==> config.mk <==
export PLATFORM = sky130hd
export DESIGN_NAME = aq_rtu_fflags_collect
export DESIGN_NICKNAME = d
export VERILOG_FILES = /design/src/rtl/aq_rtu_fflags_collect_pkg.sv /design/src/rtl/aq_rtu_fflags_fifo.sv /design/src/rtl/aq_rtu_fflags_collect.sv
export SDC_FILE = /design/constraint.sdc
export NUM_CORES = 1
export LEC_CHECK = 0
export CORE_AREA = 2 2 65 67
export CTS_BUF_LIST = sky130_fd_sc_hd__clkbuf_16
export CTS_CLUSTER_SIZE = 8
export DETAILED_ROUTE_END_ITERATION = 16
export DIE_AREA = 0 0 67 69
export PLACE_DENSITY = 0.63
export REMOVE_ABC_BUFFERS = 1
export SYNTH_ARGS = -nofsm -noshare
export SYNTH_HDL_FRONTEND = slang
export SYNTH_SLANG_ARGS = --single-unit
==> constraint.sdc <==
create_clock -name forever_cpuclk -period 2.2 [get_ports forever_cpuclk]
set_clock_uncertainty 0.2 [all_clocks]
set_input_delay 0.44 -clock forever_cpuclk [delete_from_list [all_inputs] [get_ports forever_cpuclk]]
set_output_delay 0.44 -clock forever_cpuclk [all_outputs]
set_load 0.1 [all_outputs]
==> src/rtl/aq_rtu_fflags_collect_pkg.sv <==
// Shared RTU definitions for FP exception-flag collection: widths, FIFO depth and flag bit positions.
package aq_rtu_fflags_collect_pkg;

  localparam int unsigned FFLAGS_W   = 5;
  localparam int unsigned FIFO_DEPTH = 4;
  localparam int unsigned PTR_W      = $clog2(FIFO_DEPTH);

  localparam int unsigned FLAG_NV = 4;
  localparam int unsigned FLAG_DZ = 3;
  localparam int unsigned FLAG_OF = 2;
  localparam int unsigned FLAG_UF = 1;
  localparam int unsigned FLAG_NX = 0;

  typedef logic [FFLAGS_W-1:0] fflags_t;

endpackage

==> src/rtl/aq_rtu_fflags_fifo.sv <==
// In-order FIFO of completed FP instruction flags; pointers carry a wrap bit for full/empty.
module aq_rtu_fflags_fifo
  import aq_rtu_fflags_collect_pkg::*;
(
  input  logic                forever_cpuclk,
  input  logic                cpurst,
  input  logic                push,
  input  logic                pop,
  input  logic                flush,
  input  logic [FFLAGS_W-1:0] wdata,
  output logic [FFLAGS_W-1:0] rdata,
  output logic                full,
  output logic                empty
);

  // MSB of each pointer is the wrap bit.
  logic [PTR_W:0] wptr_q, wptr_d;
  logic [PTR_W:0] rptr_q, rptr_d;
  fflags_t        mem_q [FIFO_DEPTH];
  logic           do_push;
  logic           do_pop;

  assign full  = (wptr_q[PTR_W-1:0] == rptr_q[PTR_W-1:0]) && (wptr_q[PTR_W] != rptr_q[PTR_W]);
  assign empty = (wptr_q == rptr_q);
  assign rdata = mem_q[rptr_q[PTR_W-1:0]];

  assign do_push = push && !full && !flush;
  assign do_pop  = pop && !empty;

  always_comb begin
    wptr_d = wptr_q;
    rptr_d = rptr_q;
    if (flush) begin
      wptr_d = '0;
      rptr_d = '0;
    end else begin
      if (do_push) wptr_d = wptr_q + 1'b1;
      if (do_pop)  rptr_d = rptr_q + 1'b1;
    end
  end

  always_ff @(posedge forever_cpuclk or posedge cpurst) begin
    if (cpurst) begin
      wptr_q <= '0;
      rptr_q <= '0;
    end else begin
      wptr_q <= wptr_d;
      rptr_q <= rptr_d;
    end
  end

  // Storage is only read while non-empty, so it carries no reset.
  always_ff @(posedge forever_cpuclk) begin
    if (do_push) mem_q[wptr_q[PTR_W-1:0]] <= wdata;
  end

endmodule

==> src/rtl/aq_rtu_fflags_collect.sv <==
// Buffers FP completion flags until retire, then strobes them into the CP0 fflags CSR.
module aq_rtu_fflags_collect
  import aq_rtu_fflags_collect_pkg::*;
(
  input  logic                forever_cpuclk,
  input  logic                cpurst,
  input  logic                vfpu_rtu_ex_vld,
  input  logic [FFLAGS_W-1:0] vfpu_rtu_ex_fflags,
  output logic                rtu_vfpu_ex_rdy,
  input  logic                rtu_retire_fp_vld,
  input  logic                rtu_yy_xx_flush,
  input  logic                cp0_rtu_fflags_wr,
  output logic                rtu_cp0_fflags_updt,
  output logic [FFLAGS_W-1:0] rtu_cp0_fflags,
  output logic                rtu_cp0_fs_dirty,
  output logic                rtu_retire_err
);

  logic    fifo_full;
  logic    fifo_empty;
  fflags_t head_flags;
  logic    push;
  logic    pop;

  logic    acc_vld_q, acc_vld_d;
  fflags_t acc_flags_q, acc_flags_d;
  logic    retire_err_q, retire_err_d;

  assign rtu_vfpu_ex_rdy = !fifo_full;
  assign push            = vfpu_rtu_ex_vld && !fifo_full;
  assign pop             = rtu_retire_fp_vld && !fifo_empty;

  aq_rtu_fflags_fifo u_fifo (
    .forever_cpuclk (forever_cpuclk),
    .cpurst         (cpurst),
    .push           (push),
    .pop            (pop),
    .flush          (rtu_yy_xx_flush),
    .wdata          (vfpu_rtu_ex_fflags),
    .rdata          (head_flags),
    .full           (fifo_full),
    .empty          (fifo_empty)
  );

  // A CSR write supersedes anything retiring in the same cycle.
  always_comb begin
    acc_vld_d    = 1'b0;
    acc_flags_d  = acc_flags_q;
    retire_err_d = retire_err_q | (rtu_retire_fp_vld & fifo_empty);
    if (cp0_rtu_fflags_wr) begin
      acc_flags_d = '0;
    end else if (pop) begin
      acc_vld_d   = 1'b1;
      acc_flags_d = acc_vld_q ? head_flags : (acc_flags_q | head_flags);
    end
  end

  always_ff @(posedge forever_cpuclk or posedge cpurst) begin
    if (cpurst) begin
      acc_vld_q    <= 1'b0;
      acc_flags_q  <= '0;
      retire_err_q <= 1'b0;
    end else begin
      acc_vld_q    <= acc_vld_d;
      acc_flags_q  <= acc_flags_d;
      retire_err_q <= retire_err_d;
    end
  end

  assign rtu_cp0_fflags_updt = acc_vld_q;
  assign rtu_cp0_fflags      = acc_flags_q;
  assign rtu_cp0_fs_dirty    = acc_vld_q && (acc_flags_q != '0);
  assign rtu_retire_err      = retire_err_q;

endmodule

==> metrics.md <==
| Metric | Value |
|---|---|
| Result of the run | finished clean |
| Top cells by area, synth | sky130_fd_sc_hd__edfxtp_1, sky130_fd_sc_hd__dfrtp_1, sky130_fd_sc_hd__mux2i_1, sky130_fd_sc_hd__ha_1, sky130_fd_sc_hd__a21oi_1 |
| Die Span X | around 67 um |
| Top-level port count | 20 |
| Beginning of the critical path | u_fifo.wptr_q[0]$_DFFE_PP0P_ |
| Via count of the routed design | between 900 and 1k |
| Mux contribution to synthesized area | between 7 and 8% |
| Global-route wire length before repair | around 4.7 mm |
| Net count of the finished layout | 156 |
| Final number of setup-violating endpoints | 0 |
| Std-Cell Core Area | 0.00391 mm2 |
| TritonCTS clock tree | yes |
| Power density relative to cell area | around 1000 mW/mm2 |
| Register area share after synthesis | ~61% |
| Critical Path Sink Type | output port |
| Post-CTS Hold Buffers | 0 |
| Maximum clock insertion buffer count | 2 |
| Peak supply drop | 0.713 mV |
| Endpoint of the most critical setup path | rtu_vfpu_ex_rdy |
| Clock-pin slew on the worst setup and hold paths | 50 ps |
| Worst Path Class, Setup | reg -> out |
| Post-route setup TNS | 0 ps |
| Fill cell total of the finished layout | 336 |
| Length of the first detailed-routing pass in iterations | 4 |
| Share of the synthesized netlist area taken by xor and xnor gates | under 10% |
| Number of sinks driven by the clock tree | 33 |
| Antenna violations before repair | 0 |
| Fraction of the mapped netlist area in compound gates | 12.5% |
| Share of the synthesized area in the top cell type | 39.8% |
| Startpoint kind of the worst setup timing path | flip-flop |
| Post-synthesis area per instance | 13.2 um2 |
| Number of nets still failing antenna checks after routing | 0 |
| CTS Root Cell | sky130_fd_sc_hd__clkbuf_16 |
| Max-slew headroom at the worst pin | just under 60% |
| Fraction of final layout cells with drive strength greater than 1 | 17.7% |
| Simple-Gate Fraction of Synth Area | 6.71% |
| Post-synth cell types | 26 |
| Launch point of the worst reg-to-reg path | u_fifo.wptr_q[1]$_DFFE_PP0P_ |
| Routed length per placed instance | roughly 15 um |
| Number of global-route vias before repair | ~940 |
| Area growth from synthesis to final layout | 33.7% |
| Commonest cells after routing, fill and taps aside | sky130_fd_sc_hd__edfxtp_1, sky130_fd_sc_hd__dfrtp_1, sky130_fd_sc_hd__mux2i_1, sky130_fd_sc_hd__a21oi_1, sky130_fd_sc_hd__clkdlybuf4s50_1 |
| Average vias per placed instance | 4.96 |
| Fin crit period | around 2100 ps |
| Unrepaired setup endpoints after global routing | false |
| Number of clock buffers inserted by TritonCTS | 5 |
| Fmax achieved | around 0.47 GHz |
| Inserted Diodes | 0 |
| Overall die height | 69 um |
| Post-synthesis instance total | 114 |
| Number of hold-slack violations in the final timing report | 0 |
| Number of violations reported at the end of detailed-routing iteration 0 | 18 |
| Max Cap Violations | 0 |
| Max FO, Critical Path | 5 |
| Share of synthesized cell area in full adder, half adder and majority cells | ~4.1% |
| Warnings from Yosys | 0 |
| Remaining routing DRC violations | 0 |
| Main combinational cell family by area after synthesis | compound AO/OA/AOI/OAI gates |
| Non-filler instance count after layout | approximately 190 |
| Std-Cell Rows | 23 |
| FF-to-FF setup slack | about 150 ps |
| Arrival time at the worst endpoint | approximately 1500 ps |
| Total congestion overflow after global routing | 0 |
| Gp weighted congestion | about 0.77 |
| Cell leakage power | about 0.78 nW |
| H-tree lvl count | 2 |
| Count of input and output buffers | 19 |
| Most common cell after layout, fill and taps aside | sky130_fd_sc_hd__edfxtp_1 |
| Area leader, netlist | sky130_fd_sc_hd__edfxtp_1 |
| Largest net degree at the start of global routing | 16 |
| Final count of pins violating max slew | 0 |
| Placed Cells incl. Taps | ~180 |
| Mapped Area | around 0.0015 mm2 |
| #FFs+latches synth | 33 |
| Type of the tightest min-delay check | reg -> reg |
| R2R cell count | 4 |
| Area taken by multi-input logic gates | ~560 um2 |
| Detailed placement HPWL | between 2 and 2.5 mm |
| Final Cycle Share | between 90% and 100% |
| Required @ worst endpoint | approximately 1600 ps |
| Clk Latency, worst-skew pair | between 200 and 300 ps |
| Detailed Route WL | ~2.9 mm |
| Sequential cell area | just over 900 um2 |
| Global-route usage over all layers | approximately 14% |
| Starting density of the core | between 30% and 40% |
| Worst Max-Slew Pin Slew | 631 ps |
| Die outline area | 0.00462 mm2 |
| RR Endpoint | u_fifo.mem_q[1][2]$_DFFE_PP_ |
==> layer usage <==
metal  vias to the layer above  GRT usage [%]  part of all wire, %
met5                         -              0                    0
met4                         0           7.48                  2.1
met3                         7           4.73                  4.4
met2                        15           19.4                   47
met1                       458           18.9                   46
li1                        468              -                    -
==> cell type report <==
class / count / area share (%)
flip-flops and latches: 33 / 45.8
multi-input cells: 72 / 27.5
repair buffers: 23 / 14.1
clock buffers: 5 / 6.20
well taps: 50 / 3.10
clock inverters: 3 / 2.29
inverters: 5 / 0.929
==> where the power goes <==
group | leakage, nW | internal [mW] | total, mW | switching, mW
clock network | 0.0800 | 0.535 | 0.790 | 0.256
registers | 0.354 | 0.702 | 0.755 | 0.0524
logic | 0.346 | 0.219 | 0.575 | 0.356
total | 0.780 | 1.46 | 2.12 | 0.664
==> timing repair <==
action	4_1_cts	5_1_grt
resized for setup	0	2
buffers inserted	0	0
setup endpoints to repair	0	9
==> cell usage after synthesis <==
library cell / number
sky130_fd_sc_hd__inv_2: 1
sky130_fd_sc_hd__nor3_1: 2
sky130_fd_sc_hd__xor2_1: 4
sky130_fd_sc_hd__a221o_1: 5
sky130_fd_sc_hd__o31ai_1: 1
sky130_fd_sc_hd__a21boi_0: 5
sky130_fd_sc_hd__and3b_1: 1
sky130_fd_sc_hd__or3_1: 2
sky130_fd_sc_hd__buf_2: 1
sky130_fd_sc_hd__buf_6: 1
sky130_fd_sc_hd__and2_1: 4
sky130_fd_sc_hd__o21ai_1: 1
sky130_fd_sc_hd__o31ai_2: 1
sky130_fd_sc_hd__a21o_1: 1
sky130_fd_sc_hd__a21oi_1: 12
sky130_fd_sc_hd__xor2_2: 1
sky130_fd_sc_hd__nand2_1: 5
sky130_fd_sc_hd__dfrtp_1: 13
sky130_fd_sc_hd__mux2i_1: 12
sky130_fd_sc_hd__clkbuf_1: 2
sky130_fd_sc_hd__edfxtp_1: 20
sky130_fd_sc_hd__xnor2_1: 2
sky130_fd_sc_hd__nor2_1: 7
sky130_fd_sc_hd__o311ai_1: 1
sky130_fd_sc_hd__inv_1: 4
sky130_fd_sc_hd__ha_1: 5
==> flip-flops by register name (all words and copies together), names as in the netlist <==
name                 count
u_fifo.wptr_q            3
rtu_cp0_fflags_updt      1
u_fifo.mem_q            20
rtu_cp0_fflags           5
rtu_retire_err           1
u_fifo.rptr_q            3
==> critical path, cell delays in order, from the launching register on <==
cell	delay, ps
sky130_fd_sc_hd__dfrtp_1	430
sky130_fd_sc_hd__xor2_2	210
sky130_fd_sc_hd__or3_4	410
sky130_fd_sc_hd__buf_12	180
==> stage by stage <==
step | total power, mW | hold WS, ps | worst slack [ps] | util (%) | area (um2)
after detailed placement | 1.33 | 256 | 91.5 | 46.9 | 1830
after floorplan | 1.13 | 117 | -1190 | - | 1490
final | 2.12 | 259 | 57.4 | 51.6 | 2020
after global routing | 2.21 | 304 | 10.7 | 51.6 | 2020
after global placement | 1.33 | 248 | 145 | 46.9 | 1830
after CTS | 2.13 | 266 | 23.9 | 51.2 | 2010
==> worst min path at each step <==
stage                              from                       endpoint  cells after the start
4_1_cts        rtu_retire_err$_DFF_PP0_       rtu_retire_err$_DFF_PP0_                      1
5_1_grt        rtu_retire_err$_DFF_PP0_       rtu_retire_err$_DFF_PP0_                      1
6_report       rtu_retire_err$_DFF_PP0_       rtu_retire_err$_DFF_PP0_                      1
2_1_floorplan                    cpurst  rtu_cp0_fflags[0]$_DFFE_PP0P_                      1
3_5_place_dp   rtu_retire_err$_DFF_PP0_       rtu_retire_err$_DFF_PP0_                      1
3_3_place_gp   rtu_retire_err$_DFF_PP0_       rtu_retire_err$_DFF_PP0_                      1
==> cell families after synthesis <==
group           count (synthesis)
xor+xnor                        7
buf+inv                         9
simple gates                   21
flops                          33
fa+ha+maj                       5
mux                            12
compound gates                 27
No activity file was read; power rests on OpenSTA's default activity.
==> patch 1, RTL diff (same settings) <==
Change the package constant `FIFO_DEPTH` from 4 to 2.
--- a/src/rtl/aq_rtu_fflags_collect_pkg.sv
+++ b/src/rtl/aq_rtu_fflags_collect_pkg.sv
@@ -3,5 +3,5 @@
 
   localparam int unsigned FFLAGS_W   = 5;
-  localparam int unsigned FIFO_DEPTH = 4;
+  localparam int unsigned FIFO_DEPTH = 2;
   localparam int unsigned PTR_W      = $clog2(FIFO_DEPTH);
 
Check against the original RTL: not equivalent (Yosys sat finds a counterexample within 4 cycles, from zero or initial values and one cycle with cpurst high).
==> patch 1 against the unedited design <==
- critical path depth unchanged
- power is 44% lower
- synthesized area down 38%
- wire length down 41%
- combinational power down 41%
- hold slack better by 20 ps
- largest cell class unchanged
- worst setup slack worse by 29 ps
- critical path type unchanged
- via count fell by 31%
- cell area fell by 36%
- highest routed layer unchanged
- sequential cell count down 12
==> patch 1: results (changes against the unedited design) <==
- Status: completed
- Top cells by area, synth: edfxtp_1 32%, dfrtp_1 30%, mux2i_1 7.5%
- Htree depth: 1 (-1)
- Share of layout cells above drive strength 1: 23.5% (+5.7 points)
- Synth Area in Compound Gates: 12.6% (+0.12 points)
- Layout Nets: 110 (-29%)
- Vias in the first global route: 665 (-29%)
- Synth Warn #: 0 (unchanged)
- Adder-cell share of the synthesized area: 0% (-4.1 points)
- Detail Placement HPWL: 1240 µm (-38%)
- Tot GR Track Use: 8.28% (-5.6 points)
- Ys async rst share: 52.4% (+13 points)
- Placer congestion estimate: 0.742 (-3.6%)
- Pre-CTS WS: 259 ps (+168 ps)
- Net switching power: 0.000382 W (-42%)
- Largest net degree at the start of global routing: 12 (-4)
- Root Driver: clkbuf_16
- Max reg flops: 10 (-50%)
- Mux cell area share after synthesis: 8.74% (+0.78 points)
- Total Routed Length: 1680 µm (-41%)
- Worst-case reg-to-reg path depth: 4 (unchanged)
- Worst hold path class: primary input to async pin
- Seq/Total Area, Yosys: 61.8% (+0.52 points)
- Via count: 654 (-31%)
- DRT Pass-1 Iters: 2 (-2)
- Latest clock arrival within the worst-skew pair: 250 ps (-30 ps)
- Slew Limit Headroom: 72.1% (+14 points)
- Max-Cap Viols: 0 (unchanged)
- Post-Synth XOR/XNOR Area: 4.57% (+0.013 points)
- Most frequent cells after synthesis: 11 x dfrtp_1, 10 x edfxtp_1, 7 x mux2i_1
- Initial antenna violation count: 0 (unchanged)
- Placed cell area: 1190 µm² (-35%)
- Peak supply drop: 0.234 mV (-67%)
- Crit-path max FO: 2 (-3)
- Synth Flop Type: dfrtp_1
- TritonCTS Buffers: 3 (-2)
- Worst-path clk slew: 50 ps (about the same)
- Worst EP arrival: 1530 ps (+30 ps)
- N_diodes: 0 (unchanged)
- DR iter-0 viols: 33 (+15)
- EDFF count, synth: 10 (-50%)
- Netlist cell types: 24 (-7.7%)
- Global-route wire length before repair: 2880 µm (-38%)
- Leak pwr: 0.509 nW (-35%)
- Maximum buffer depth of the clock tree: 2 (unchanged)
- Port Buffers: 19 (unchanged)
-- patch 1: power by group through the flow --
stage	logic (W)	registers, W	clock network [W]
4_1_cts	0.000340	0.000474	0.000380
3_3_place_gp	0.000327	0.000481	0
2_1_floorplan	0.000124	0.000587	0
6_report	0.000340	0.000474	0.000369
3_5_place_dp	0.000329	0.000483	0
5_1_grt	0.000361	0.000479	0.000407
-- patch 1: kinds of logic after synthesis --
| family | count (synthesis) |
|---|---|
| flip-flops | 21 |
| AND/OR/NAND/NOR | 18 |
| AO/OA/AOI/OAI | 16 |
| multiplexers | 8 |
| buffers and inverters | 5 |
| XOR/XNOR | 4 |
-- patch 1: layer usage --
metal	track usage (%)	wire length, µm
met5	0	0
met4	6.12	59
met3	2.28	108
met2	12.0	722
met1	10.2	785
-- patch 1: path summary, 6_finish.rpt --
path                                startpoint                  to  slack (ps)
max in group asynchronous               cpurst   rtu_cp0_fflags[4]        1230
hold / removal                          cpurst      rtu_retire_err         280
min in group forever_cpuclk     rtu_retire_err      rtu_retire_err         280
hold reg to reg                 rtu_retire_err      rtu_retire_err         280
setup / recovery             rtu_cp0_fflags[2]    rtu_cp0_fs_dirty          30
setup reg to reg              u_fifo.rptr_q[1]  u_fifo.mem_q[0][1]         460
-- patch 1: cell type report --
| cell class | instances | area [µm²] |
|---|---|---|
| Sequential cell | 21 | 576 |
| Inverter | 2 | 7.51 |
| Clock inverter | 1 | 3.75 |
| Tap cell | 50 | 62.6 |
| Timing Repair Buffer | 25 | 238 |
| Clock buffer | 3 | 75.1 |
| Fill cell | 405 | 2620 |
| Multi-Input combinational cell | 46 | 334 |
-- patch 1: stage by stage --
stage | cells | util, % | power [W]
6_report | 148 | 33.1 | 0.00118
5_1_grt | 148 | 33.1 | 0.00125
4_1_cts | 147 | 32.9 | 0.00119
3_5_place_dp | 141 | 30.5 | 0.000812
3_3_place_gp | 141 | 30.5 | 0.000808
2_1_floorplan | 69 | - | 0.000710
-- patch 1: worst max-delay path: stages, from the launching register on --
cell,delay (ps)
dfrtp_1,370
or4_1,520
o21a_1,220
buf_12,170
-- patch 1: timing repair --
action	4_1_cts	5_1_grt
pin swaps	1	2
endpoints found under the setup margin	1	1
cloned	0	0
hold endpoints to repair	0	0
buffers inserted	2	1
resized for setup	0	0
==> patch 2, RTL diff (same settings) <==
Made on the original files. Register the output `rtu_retire_err` once more, cleared by the reset; this adds one clock of latency there. The other outputs are not delayed to match.
--- a/src/rtl/aq_rtu_fflags_collect.sv
+++ b/src/rtl/aq_rtu_fflags_collect.sv
@@ -71,5 +71,11 @@
   assign rtu_cp0_fflags      = acc_flags_q;
   assign rtu_cp0_fs_dirty    = acc_vld_q && (acc_flags_q != '0);
-  assign rtu_retire_err      = retire_err_q;
+  always_ff @(posedge forever_cpuclk or posedge cpurst) begin
+    if (cpurst) begin
+      rtu_retire_err <= '0;
+    end else begin
+      rtu_retire_err <= retire_err_q;
+    end
+  end
 
 endmodule
Behaviour: not the same (a bounded check fails within 4 cycles, from zero or initial values and one cycle with cpurst high).
==> patch 2 against the unedited design <==
- synthesized area rose by 1.7%
- sequential power up 3%
- power is 0.29% lower
- cell area up 1.1%
- worst setup slack worse by 1.9 ps
- sequential cell count is 1 higher
- global-route usage down 0.45 points
- wire length shrank 1.6%
- largest cell class unchanged
- largest power group is now registers
==> patch 2: results (changes against the unedited design) <==
- Top routing layer used: met4
- Max reg flops: 20 (unchanged)
- Tot GR Track Use: 13.5% (-0.45 points)
- Synth Flop Type: edfxtp_1
- Met1 wire length: 1360 µm (+3.5%)
- Met3 WL: 126 µm (unchanged)
- Top cells by area, synth: edfxtp_1 39%, dfrtp_1 23%, mux2i_1 7.8%
- Global-route wire length before repair: 4550 µm (-2.5%)
- DR iter-0 viols: 45 (+27)
- Leak pwr: 0.786 nW (+0.77%)
- Htree depth: 2 (unchanged)
- Delay-heaviest family, CP: flip-flops
- Per-cell routed wire length: 14.7 µm (-1.6%)
- Worst EP arrival: 1500 ps (about the same)
- Synthesized area per cell: 13.3 µm² (+0.77%)
- Most frequent cells after synthesis: 20 x edfxtp_1, 14 x dfrtp_1, 12 x a21oi_1, 12 x mux2i_1, 7 x nor2_1
- Crit path to: rtu_vfpu_ex_rdy
- TritonCTS Buffers: 5 (unchanged)
- Met2 Usage GRT: 17.9% (-1.4 points)
- Via count: 957 (+0.95%)
- Maximum buffer depth of the clock tree: 2 (unchanged)
- Final Cell Area: 2040 µm² (+1.1%)
- WL met2: 1290 µm (-5.0%)
- Crit-path max FO: 5 (unchanged)
- Share of layout cells above drive strength 1: 19.1% (+1.4 points)
- Routing usage on met3: 6.04% (+1.3 points)
- Switch share: 30.6% (-0.68 points)
- Layout Nets: 156 (unchanged)
- # fillers: 354 (+5.4%)
- N_diodes: 0 (unchanged)
- Root Driver: clkbuf_16
- Port Buffers: 19 (unchanged)
- Ys async rst share: 41.2% (+1.8 points)
- Detail Placement HPWL: 2010 µm (+0.47%)
- Worst reg2reg setup slack: 200 ps (+50 ps)
- Worst hold path class: flop to flop
- Worst-path clk slew: 50 ps (about the same)
- Placed cell area: 1850 µm² (+0.96%)
- R2r endpoint: u_fifo.mem_q[3][4]
- F_max: 0.466 GHz (about the same)
- Pre-CTS WS: 20.3 ps (-71.2 ps)
- Peak supply drop: 0.660 mV (-7.5%)
- Synth Warn #: 0 (unchanged)
- Seq/Total Area, Yosys: 61.9% (+0.63 points)
- Placer congestion estimate: 0.754 (-2.1%)
- Initial antenna violation count: 0 (unchanged)
- Cells after DPL: 183 (unchanged)
- DRT Pass-1 Iters: 4 (unchanged)
- Netlist cell types: 26 (unchanged)
- RR Startpoint: u_fifo.wptr_q[1]
- Status: completed
- Met1 Usage GRT: 19.6% (+0.71 points)
- Worst slew pin tran: 645 ps (+13.5 ps)
- Worst Hold Depth: 0 (-1)
- Vias in the first global route: 918 (-2.7%)
- Total Routed Length: 2810 µm (-1.6%)
- Largest net degree at the start of global routing: 16 (unchanged)
[patch 2: changes by cell type in the layout (fill, tap and decap cells not counted), sizes merged]
cell | before | now
buf | 13 | 12
clkinv | 1 | 2
clkinvlp | 1 | 0
dfrtp | 13 | 14
[patch 2: worst min-delay path by stage]
stage / startpoint / endpoint / slack [ps]
2_1_floorplan: cpurst / retire_err_q / 130
3_3_place_gp: retire_err_q / rtu_retire_err / 170
3_5_place_dp: retire_err_q / rtu_retire_err / 170
4_1_cts: retire_err_q / rtu_retire_err / 180
5_1_grt: retire_err_q / rtu_retire_err / 200
6_report: retire_err_q / rtu_retire_err / 190
[patch 2: power groups by stage]
stage | combinational [W] | sequential [W] | clock (W)
4_1_cts | 0.000560 | 0.000772 | 0.000782
3_3_place_gp | 0.000557 | 0.000781 | 0
3_5_place_dp | 0.000558 | 0.000784 | 0
6_report | 0.000568 | 0.000774 | 0.000772
2_1_floorplan | 0.000211 | 0.000937 | 0
5_1_grt | 0.000608 | 0.000781 | 0.000805
[patch 2: cell families (layout without fill, tap and decap cells)]
group                    after synthesis  in the layout  synth area share, %
XOR/XNOR                               7              7                 4.48
adder cells (fa/ha/maj)                5              5                 4.07
AO/OA/AOI/OAI                         27             27                 12.3
AND/OR/NAND/NOR                       21             21                 6.60
buffers and inverters                  9             35                 2.77
flip-flops                            34             34                 61.9
multiplexers                          12             12                 7.82
[patch 2: what timing repair did]
item | in CTS | in global routing
setup endpoints to repair | 0 | 29
buffers inserted | 0 | 0
resized for setup | 0 | 5
hold endpoints to repair | 0 | 0
[patch 2: final cells by class]
class                   instances  area share, %
clock buffers                   5           6.13
clock inverters                 3           1.96
inverters                       5          0.920
multi-input cells              72           27.7
flip-flops and latches         34           46.7
well taps                      50           3.07
repair buffers                 22           13.6
